--- config.mk ---
export PLATFORM = sky130hd
export DESIGN_NAME = akarin_bus_arbiter
export DESIGN_NICKNAME = d
export VERILOG_FILES = /design/src/rtl/akarin_arb_pkg.sv /design/src/rtl/akarin_rr_picker.sv /design/src/rtl/akarin_bus_arbiter.sv
export SDC_FILE = /design/constraint.sdc
export NUM_CORES = 1
export LEC_CHECK = 0
export ABC_CLOCK_PERIOD_IN_PS = 2700
export CORE_AREA = 2 2 110 112
export DETAILED_ROUTE_END_ITERATION = 8
export DIE_AREA = 0 0 112 114
export PLACE_DENSITY = 0.75
export SETUP_SLACK_MARGIN = 0.1
export SLEW_MARGIN = 20
export SYNTH_ARGS = -nofsm -noshare
export SYNTH_HDL_FRONTEND = slang
export SYNTH_SLANG_ARGS = --single-unit
export TNS_END_PERCENT = 10
--- constraint.sdc ---
create_clock -name clk -period 2.7 [get_ports clk]
set_clock_uncertainty 0.05 [all_clocks]
set_input_delay 0.54 -clock clk [delete_from_list [all_inputs] [get_ports clk]]
set_output_delay 0.54 -clock clk [all_outputs]
set_load 0.02 [all_outputs]
--- src/rtl/akarin_arb_pkg.sv ---
// Shared types and helpers for the akarin memory-bus arbiter.
//   arb_state_e : two-state transaction FSM (idle / one access in flight)
//   PRIO_RR     : round-robin grant policy selector value
//   PRIO_FIXED  : fixed-priority (lowest index wins) selector value
//   owner_w()   : width of a channel index, never less than one bit
package akarin_arb_pkg;

  typedef enum logic {
    ARB_IDLE = 1'b0,
    ARB_BUSY = 1'b1
  } arb_state_e;

  localparam int PRIO_RR    = 0;
  localparam int PRIO_FIXED = 1;

  function automatic int owner_w(input int nch);
    return (nch > 1) ? $clog2(nch) : 1;
  endfunction

endpackage

--- src/rtl/akarin_rr_picker.sv ---
// Combinational rotating picker: searches the request vector starting at
// index `start`, wrapping at NCH, and reports the first asserted channel.
// Ports:
//   req     in  [NCH-1:0] request vector
//   start   in  [OW-1:0]  index searched first (must be < NCH)
//   gnt_vld out           some request is asserted
//   gnt_idx out [OW-1:0]  winning channel index
module akarin_rr_picker #(
  parameter int NCH = 2,
  parameter int OW  = 1
) (
  input  logic [NCH-1:0] req,
  input  logic [OW-1:0]  start,
  output logic           gnt_vld,
  output logic [OW-1:0]  gnt_idx
);

  logic [NCH-1:0] rot;
  logic [OW:0]    sum;

  always_comb begin
    // Rotating a doubled copy puts channel `start` at bit 0 so a plain
    // lowest-bit search implements the wrap-around order.
    rot     = NCH'({req, req} >> start);
    gnt_vld = 1'b0;
    gnt_idx = '0;
    sum     = '0;
    for (int j = 0; j < NCH; j++) begin
      if (!gnt_vld && rot[j]) begin
        gnt_vld = 1'b1;
        sum     = {1'b0, start} + (OW+1)'(j);
        if (sum >= (OW+1)'(NCH)) sum = sum - (OW+1)'(NCH);
        gnt_idx = sum[OW-1:0];
      end
    end
  end

endmodule

--- src/rtl/akarin_bus_arbiter.sv ---
// N-channel memory-bus arbiter: merges NCH core-side masters onto a single
// memory port with exactly one transaction in flight. Grant policy is
// round-robin (PRIO_MODE=0) or fixed lowest-index priority (PRIO_MODE=1).
// Optional feature macro: AKARIN_ARB_TIMEOUT_EN -- aborts an access with an
// error strobe after TIMEOUT busy cycles without mem_ack.
// Ports:
//   clk, rst                 clock (rising edge), async active-low reset
//   ch_req/we/addr/wdata/be  packed per-channel request fields
//   ch_ack, ch_err           one-hot completion / error strobe to the owner
//   ch_rdata                 shared read data (mem_rdata pass-through)
//   mem_req/we/addr/wdata/be registered memory-side request
//   mem_ack, mem_rdata       memory completion strobe and read data
module akarin_bus_arbiter
  import akarin_arb_pkg::*;
#(
  parameter int NCH       = 2,
  parameter int AW        = 32,
  parameter int DW        = 32,
  parameter int PRIO_MODE = 0,
  parameter int TIMEOUT   = 64
) (
  input  logic                clk,
  input  logic                rst,
  input  logic [NCH-1:0]      ch_req,
  input  logic [NCH-1:0]      ch_we,
  input  logic [NCH*AW-1:0]   ch_addr,
  input  logic [NCH*DW-1:0]   ch_wdata,
  input  logic [NCH*DW/8-1:0] ch_be,
  output logic [NCH-1:0]      ch_ack,
  output logic [NCH-1:0]      ch_err,
  output logic [DW-1:0]       ch_rdata,
  output logic                mem_req,
  output logic                mem_we,
  output logic [AW-1:0]       mem_addr,
  output logic [DW-1:0]       mem_wdata,
  output logic [DW/8-1:0]     mem_be,
  input  logic                mem_ack,
  input  logic [DW-1:0]       mem_rdata
);

  localparam int OW = owner_w(NCH);
  localparam int BW = DW / 8;

  arb_state_e     state, state_nxt;
  logic [OW-1:0]  ptr, owner;
  logic [OW-1:0]  pick_start, pick_idx;
  logic           pick_vld;
  logic           grant, done, tmo;
  logic [NCH-1:0] own_oh;

  assign pick_start = (PRIO_MODE == PRIO_FIXED) ? '0 : ptr;

  akarin_rr_picker #(.NCH(NCH), .OW(OW)) u_picker (
    .req     (ch_req),
    .start   (pick_start),
    .gnt_vld (pick_vld),
    .gnt_idx (pick_idx)
  );

  assign grant  = (state == ARB_IDLE) && pick_vld;
  assign own_oh = NCH'(1) << owner;

`ifdef AKARIN_ARB_TIMEOUT_EN
  localparam int TW = (TIMEOUT > 1) ? $clog2(TIMEOUT) : 1;
  logic [TW-1:0] tcnt;

  // Counter holds zero while idle, so the first busy cycle sees 0 and the
  // abort lands in busy cycle number TIMEOUT. A real ack in that cycle wins.
  always_ff @(posedge clk or negedge rst) begin
    if (!rst)                    tcnt <= '0;
    else if (state == ARB_IDLE)  tcnt <= '0;
    else                         tcnt <= tcnt + TW'(1);
  end

  assign tmo = (state == ARB_BUSY) && !mem_ack && (tcnt == TW'(TIMEOUT - 1));
`else
  assign tmo = 1'b0;
`endif

  assign done = (state == ARB_BUSY) && (mem_ack || tmo);

  // State register
  always_ff @(posedge clk or negedge rst) begin
    if (!rst) state <= ARB_IDLE;
    else      state <= state_nxt;
  end

  // Next-state logic
  always_comb begin
    state_nxt = state;
    case (state)
      ARB_IDLE: if (pick_vld) state_nxt = ARB_BUSY;
      ARB_BUSY: if (done)     state_nxt = ARB_IDLE;
      default:                state_nxt = ARB_IDLE;
    endcase
  end

  // Winner's fields are captured on grant and held for the whole access;
  // requests arriving while busy never touch these registers.
  always_ff @(posedge clk or negedge rst) begin
    if (!rst) begin
      owner     <= '0;
      ptr       <= '0;
      mem_we    <= 1'b0;
      mem_addr  <= '0;
      mem_wdata <= '0;
      mem_be    <= '0;
    end else if (grant) begin
      owner     <= pick_idx;
      ptr       <= (pick_idx == OW'(NCH - 1)) ? '0 : pick_idx + OW'(1);
      mem_we    <= ch_we[pick_idx];
      mem_addr  <= ch_addr[pick_idx*AW +: AW];
      mem_wdata <= ch_wdata[pick_idx*DW +: DW];
      mem_be    <= ch_be[pick_idx*BW +: BW];
    end
  end

  // Outputs
  always_comb begin
    mem_req  = (state == ARB_BUSY);
    ch_ack   = done ? own_oh : '0;
    ch_err   = tmo  ? own_oh : '0;
    ch_rdata = tmo  ? '0     : mem_rdata;
  end

endmodule

==> results of run 1 <==
-- worst max path at each step --
stage	from	end
after global routing	mem_ack	ch_ack[0]
after global placement	mem_ack	ch_ack[0]
after CTS	mem_ack	ch_ack[0]
after detailed placement	mem_ack	ch_ack[0]
final	mem_ack	ch_ack[0]
after floorplan	ch_req[0]	mem_addr[0]
-- state kept, by name (all words and copies together), names as in the netlist --
signal / cells
mem_addr: 32
owner: 1
mem_be: 4
mem_wdata: 32
mem_req: 1
pick_start: 1
mem_we: 1
-- synth_stat cells, drive strengths merged --
| cell | count |
|---|---|
| nand2b | 1 |
| nand2 | 2 |
| a221o | 69 |
| clkbuf | 9 |
| o21bai | 1 |
| buf | 48 |
| dfrtp | 72 |
| inv | 1 |
| and3 | 3 |
| nor2 | 1 |
| and2 | 69 |
| a21o | 2 |
| o21ai | 1 |
| conb | 1 |
-- routing by layer --
layer  routed length, um  vias up
li1                    -     1351
met4                 294        0
met1                4340     1475
met3                 813       31
met2                5390      158
met5                   0        -
-- cells by family (layout without fill, tap and decap cells) --
logic type      after synthesis  count (layout)  synth area share [%]
buf+inv                      58             236                  13.0
compound gates               73              73                  21.0
simple gates                 76              76                  13.6
other cells                   1               2                 0.109
flops                        72              72                  52.3
-- report_power, final --
group | switching [mW] | internal, mW | leakage (nW)
combinational | 1.23 | 1.44 | 1.33
sequential | 0.239 | 1.53 | 0.887
clock | 0.414 | 0.734 | 0.139
total | 1.88 | 3.70 | 2.35
-- worst max-delay path: stages --
cell and delay [ps]:
clkdlybuf4s50_1 500, nand2_1 60, nor2_1 100, clkdlybuf4s50_1 610
-- cell type report --
class / count / area (um^2)
Fill cell: 1079 / 6040
Clock buffer: 12 / 246
Sequential cell: 72 / 1800
Tap cell: 147 / 184
Clock inverter: 3 / 42.5
Multi-Input combinational cell: 151 / 1210
Inverter: 1 / 3.75
Timing Repair Buffer: 220 / 2180
==> results_dict.tcl, run 1 <==
set metrics [dict create \
    run_status "finished clean" \
    slew_violations 0 \
    period_minus_slack_ps 2410 \
    setup_tns_ps 0 \
    grt_pass1_vias 3116 \
    dieArea_um2 12800 \
    post-route-util_pct 48.4 \
    synthToLayoutAreaGrowth_pct 64.6 \
    ios 281 \
    avgSynthCellArea_um2 12.3 \
    hold_slack_ps 304 \
    met2_usage_pct 27.5 \
    hpwl_mm 7.96 \
    setup_viol 0 \
    cts_num_sinks 72 \
    drt-vias-per-instance 4.98 \
    peakVddDrop_v 0.000475 \
    finalWirelength_mm 10.8 \
    layoutNonFillerInstCount 606 \
    r2r_slack_ps 1100 \
    grtUsageMet1_pct 20.2 \
    synth_area_leaders "dfrtp_1 (52%), a221o_1 (20%), and2_1 (13%), buf_4 (7.4%), buf_8 (3.0%)" \
    max_slew_margin_pct 39.8 \
    arrival_ps 1820 \
    fin_crit_sh_pct 89.1 \
    final_common_cell "clkdlybuf4s50_1" \
    io_buffer_count 214 \
    clk_latency_ps 320 \
    pre_cts_ws_ps 287 \
    first_iter_violations 212 \
    max_freq_mhz 416 \
    hold_buffers 0 \
    post-cts-setup-buffers 0 \
    die_h_um 114 \
    ys_seq_area_share_pct 52.3 \
    layout.nets 630 \
    rsz0062_at_grt "no" \
    r2r-start "pick_start" \
    critPathKind "primary input to output pin" \
    maxCapViolCount 0 \
    wire_per_inst_um 17.9 \
    worst_pin_slew_ps 904 \
    drc 0 \
    routabilityCongestion 0.791 \
    grt_max_degree 73 \
    grt_overflow_total 0 \
    fin_ws_ps 295 \
    vias 3015 \
    grt_usage_pct 16.5 \
    reg2reg_depth 4 \
    synth_top_area_cell "dfrtp_1" \
    p_leak_nw 2.35 \
    p_per_area_nw_per_um2 983 \
    root_buffer "clkbuf_16" \
    crit_required_ps 2110 \
    die_x_um 112 \
    cts_max_path_buffers 2 \
    start_util_pct 29.4 \
    total_power_mw 5.58 \
    final_cell_mix "clkdlybuf4s50_1 (213), dfrtp_1 (72), and2_1 (69), a221o_1 (69), clkbuf_16 (9)" \
    antenna_found_initial 0 \
    post_cts_resized 0 \
    place_area_um2 5380 \
    critPathMaxFanout 3 \
    clk_pin_slew_ps 50 \
    ant_nets 0 \
    synth_seq_cells 72 \
    diodes 0 \
    cts_tree "done" \
    rows 40 \
    yosys_warnings 0 \
    yosysUniqueCellTypes 18 \
    core_um2 11700 \
    htree_levels 3 \
    syn-cell-area_um2 3450 \
    endpoint_kind "output pin" \
    busiest_layer "met2" \
    hold_class "primary input to asynchronous set/reset pin" \
    final_cell_area_um2 5670 \
    met3_usage_pct 4.04 \
    drt_first_pass_iters 4 \
    grt_pass1_wl_mm 16.6 \
    regToRegEndpoint "mem_addr[19]" \
    hold_viol 0 \
    dp.cells 591 \
    start_kind "primary input" \
    drive_above_1_share_pct 5.45 \
    synth_cells 280 \
    cts_made_buffers 9 \
    synth_top_area_share_pct 52.3 \
]
(Power assumes the default switching activity.)
==> run 2: changes to the inputs <==
ABC_AREA = 1   (was default)
PLACE_DENSITY = 0.77   (was 0.75)
==> results_dict.tcl, run 2 <==
set metrics [dict create \
    run_status "finished clean" \
    crit_required_ps 2110 \
    layoutNonFillerInstCount 753 \
    synth_top_family_by_area "simple AND/OR/NAND/NOR gates" \
    fill_cells 1119 \
    hold_buffers 0 \
    diodes 0 \
    synthMuxAreaShare_pct 0 \
    period_minus_slack_ps 2430 \
    setup_tns_ps 0 \
    p_per_area_nw_per_um2 952 \
    start_kind "primary input" \
    maxCapViolCount 0 \
    synth_top_area_share_pct 48.6 \
    synth_most_common_cell "nand3_1" \
    grt_pass1_wl_mm 20.1 \
    yosysUniqueCellTypes 15 \
    clk_latency_ps 320 \
    grt_pass1_vias 4000 \
    synth_compound_area_share_pct 0.641 \
    hpwl_mm 9.11 \
    ios 281 \
    core_um2 11700 \
    syn-cell-area_um2 3710 \
    rsz0062_at_grt "no" \
    synth_seq_cells 72 \
    pre_cts_ws_ps 252 \
    endpoint_kind "output pin" \
    vias 4030 \
    setup_viol 0 \
    synth_top_area_cell "dfrtp_1" \
    grt_overflow_total 0 \
    place_area_um2 5710 \
    die_x_um 112 \
    wire_per_inst_um 17.5 \
    fin_crit_sh_pct 90.1 \
    synthToLayoutAreaGrowth_pct 61.6 \
    hold_class "primary input to asynchronous set/reset pin" \
    io_buffer_count 214 \
    peakVddDrop_v 0.000528 \
    start_util_pct 31.7 \
    drive_above_1_share_pct 5.28 \
    avgSynthCellArea_um2 8.39 \
    layout.nets 778 \
    ys_seq_area_share_pct 48.6 \
    final_common_cell "clkdlybuf4s50_1" \
    first_iter_violations 289 \
    critPathMaxFanout 2 \
    slew_violations 0 \
    post-cts-setup-buffers 0 \
    dieArea_um2 12800 \
    grt_usage_pct 19.7 \
    drt-vias-per-instance 5.35 \
    async_flop_share_pct 100 \
    final_cell_area_um2 5990 \
    rows 40 \
    root_buffer "clkbuf_16" \
    p_leak_nw 2.52 \
    drc 0 \
    synth-xor-area-share_pct 0 \
    synth-edff-count 0 \
    cts_tree "done" \
    synth_fa_ha_area_share_pct 0 \
    yosys_most_used_dff "dfrtp_1" \
    yosys_warnings 0 \
    critPathKind "primary input to output pin" \
    fin_ws_ps 267 \
    biggestRegsByFlops "mem_addr (32), mem_wdata (32), mem_be (4)" \
    dp.cells 739 \
    cts_max_path_buffers 2 \
    htree_levels 3 \
    hold_viol 0 \
    post-route-util_pct 51.1 \
    die_h_um 114 \
    final_cell_mix "clkdlybuf4s50_1 (212), nand3_1 (138), nand2_1 (72), dfrtp_1 (72), nand4_1 (69)" \
    drt_first_pass_iters 6 \
    finalWirelength_mm 13.2 \
    antenna_found_initial 0 \
    post_cts_resized 0 \
    cts_num_sinks 72 \
    synth_cells 442 \
    worst_pin_slew_ps 904 \
    max_slew_margin_pct 39.7 \
    clk_pin_slew_ps 60 \
    ant_nets 0 \
    cts_made_buffers 9 \
    grt_max_degree 73 \
    synth_common_cells "nand3_1 (138), nand2_1 (74), dfrtp_1 (72), nand4_1 (69), buf_4 (34)" \
    arrival_ps 1840 \
    max_freq_mhz 411 \
    yosys.area_share.simple_pct 38.2 \
    synth_area_leaders "dfrtp_1 (49%), nand3_1 (19%), nand4_1 (12%), nand2_1 (7.5%), buf_4 (6.9%)" \
    routabilityCongestion 0.832 \
]
## run 2: path summary, 6_finish.rpt
path	start	endpoint	slack [ps]	cells past startpoint
hold reg to reg	mem_wdata[5]	mem_wdata[5]	440	2
setup / recovery	mem_ack	ch_ack[1]	270	4
hold / removal	rst	mem_addr[18]	310	1
setup reg to reg	pick_start	mem_addr[29]	1110	6
min in group clk	mem_wdata[5]	mem_wdata[5]	440	2
max in group asynchronous	rst	pick_start	1720	1
## run 2: critical path, stage by stage
cell,delay (ps)
clkdlybuf4s50_1,500
nand2_1,80
nor2_1,100
clkdlybuf4s50_1,620
## run 2: cell type report
| class | count | area (um^2) | share of cell area (%) |
|---|---|---|---|
| sequential | 72 | 1800 | 30.1 |
| clock buffer | 10 | 229 | 3.82 |
| tap | 147 | 184 | 3.07 |
| clock inverter | 4 | 47.5 | 0.794 |
| multi-input combinational | 291 | 1470 | 24.5 |
| inverter | 3 | 11.3 | 0.188 |
| timing repair buffer | 226 | 2250 | 37.6 |
## run 2: kinds of logic (layout without fill, tap and decap cells)
logic type      Yosys count  count (layout)
flops                    72              72
simple gates            285             285
compound gates            4               4
buf+inv                  80             243
other cells               1               2
## run 2: power breakdown
group	total, mW	switching (mW)	internal (mW)
sequential	1.79	0.263	1.53
clock	1.14	0.437	0.702
combinational	2.77	1.49	1.27
total	5.70	2.19	3.51
## run 2: per-stage QoR
step                total power, mW  hold slack (ps)
floorplan                      3.21              194
global placement               4.52              428
detailed placement             4.58              432
CTS                            5.74              334
global route                   6.00              382
finish                         5.70              305
## run 2: routing by layer
metal  vias to the layer above  track usage [%]  part of all wire (%)
met1                      1917             22.2                    40
met3                        44             4.57                   7.1
met4                         0             10.8                   3.9
met5                         -                0                     0
li1                       1857                -                     -
met2                       212             34.5                    49
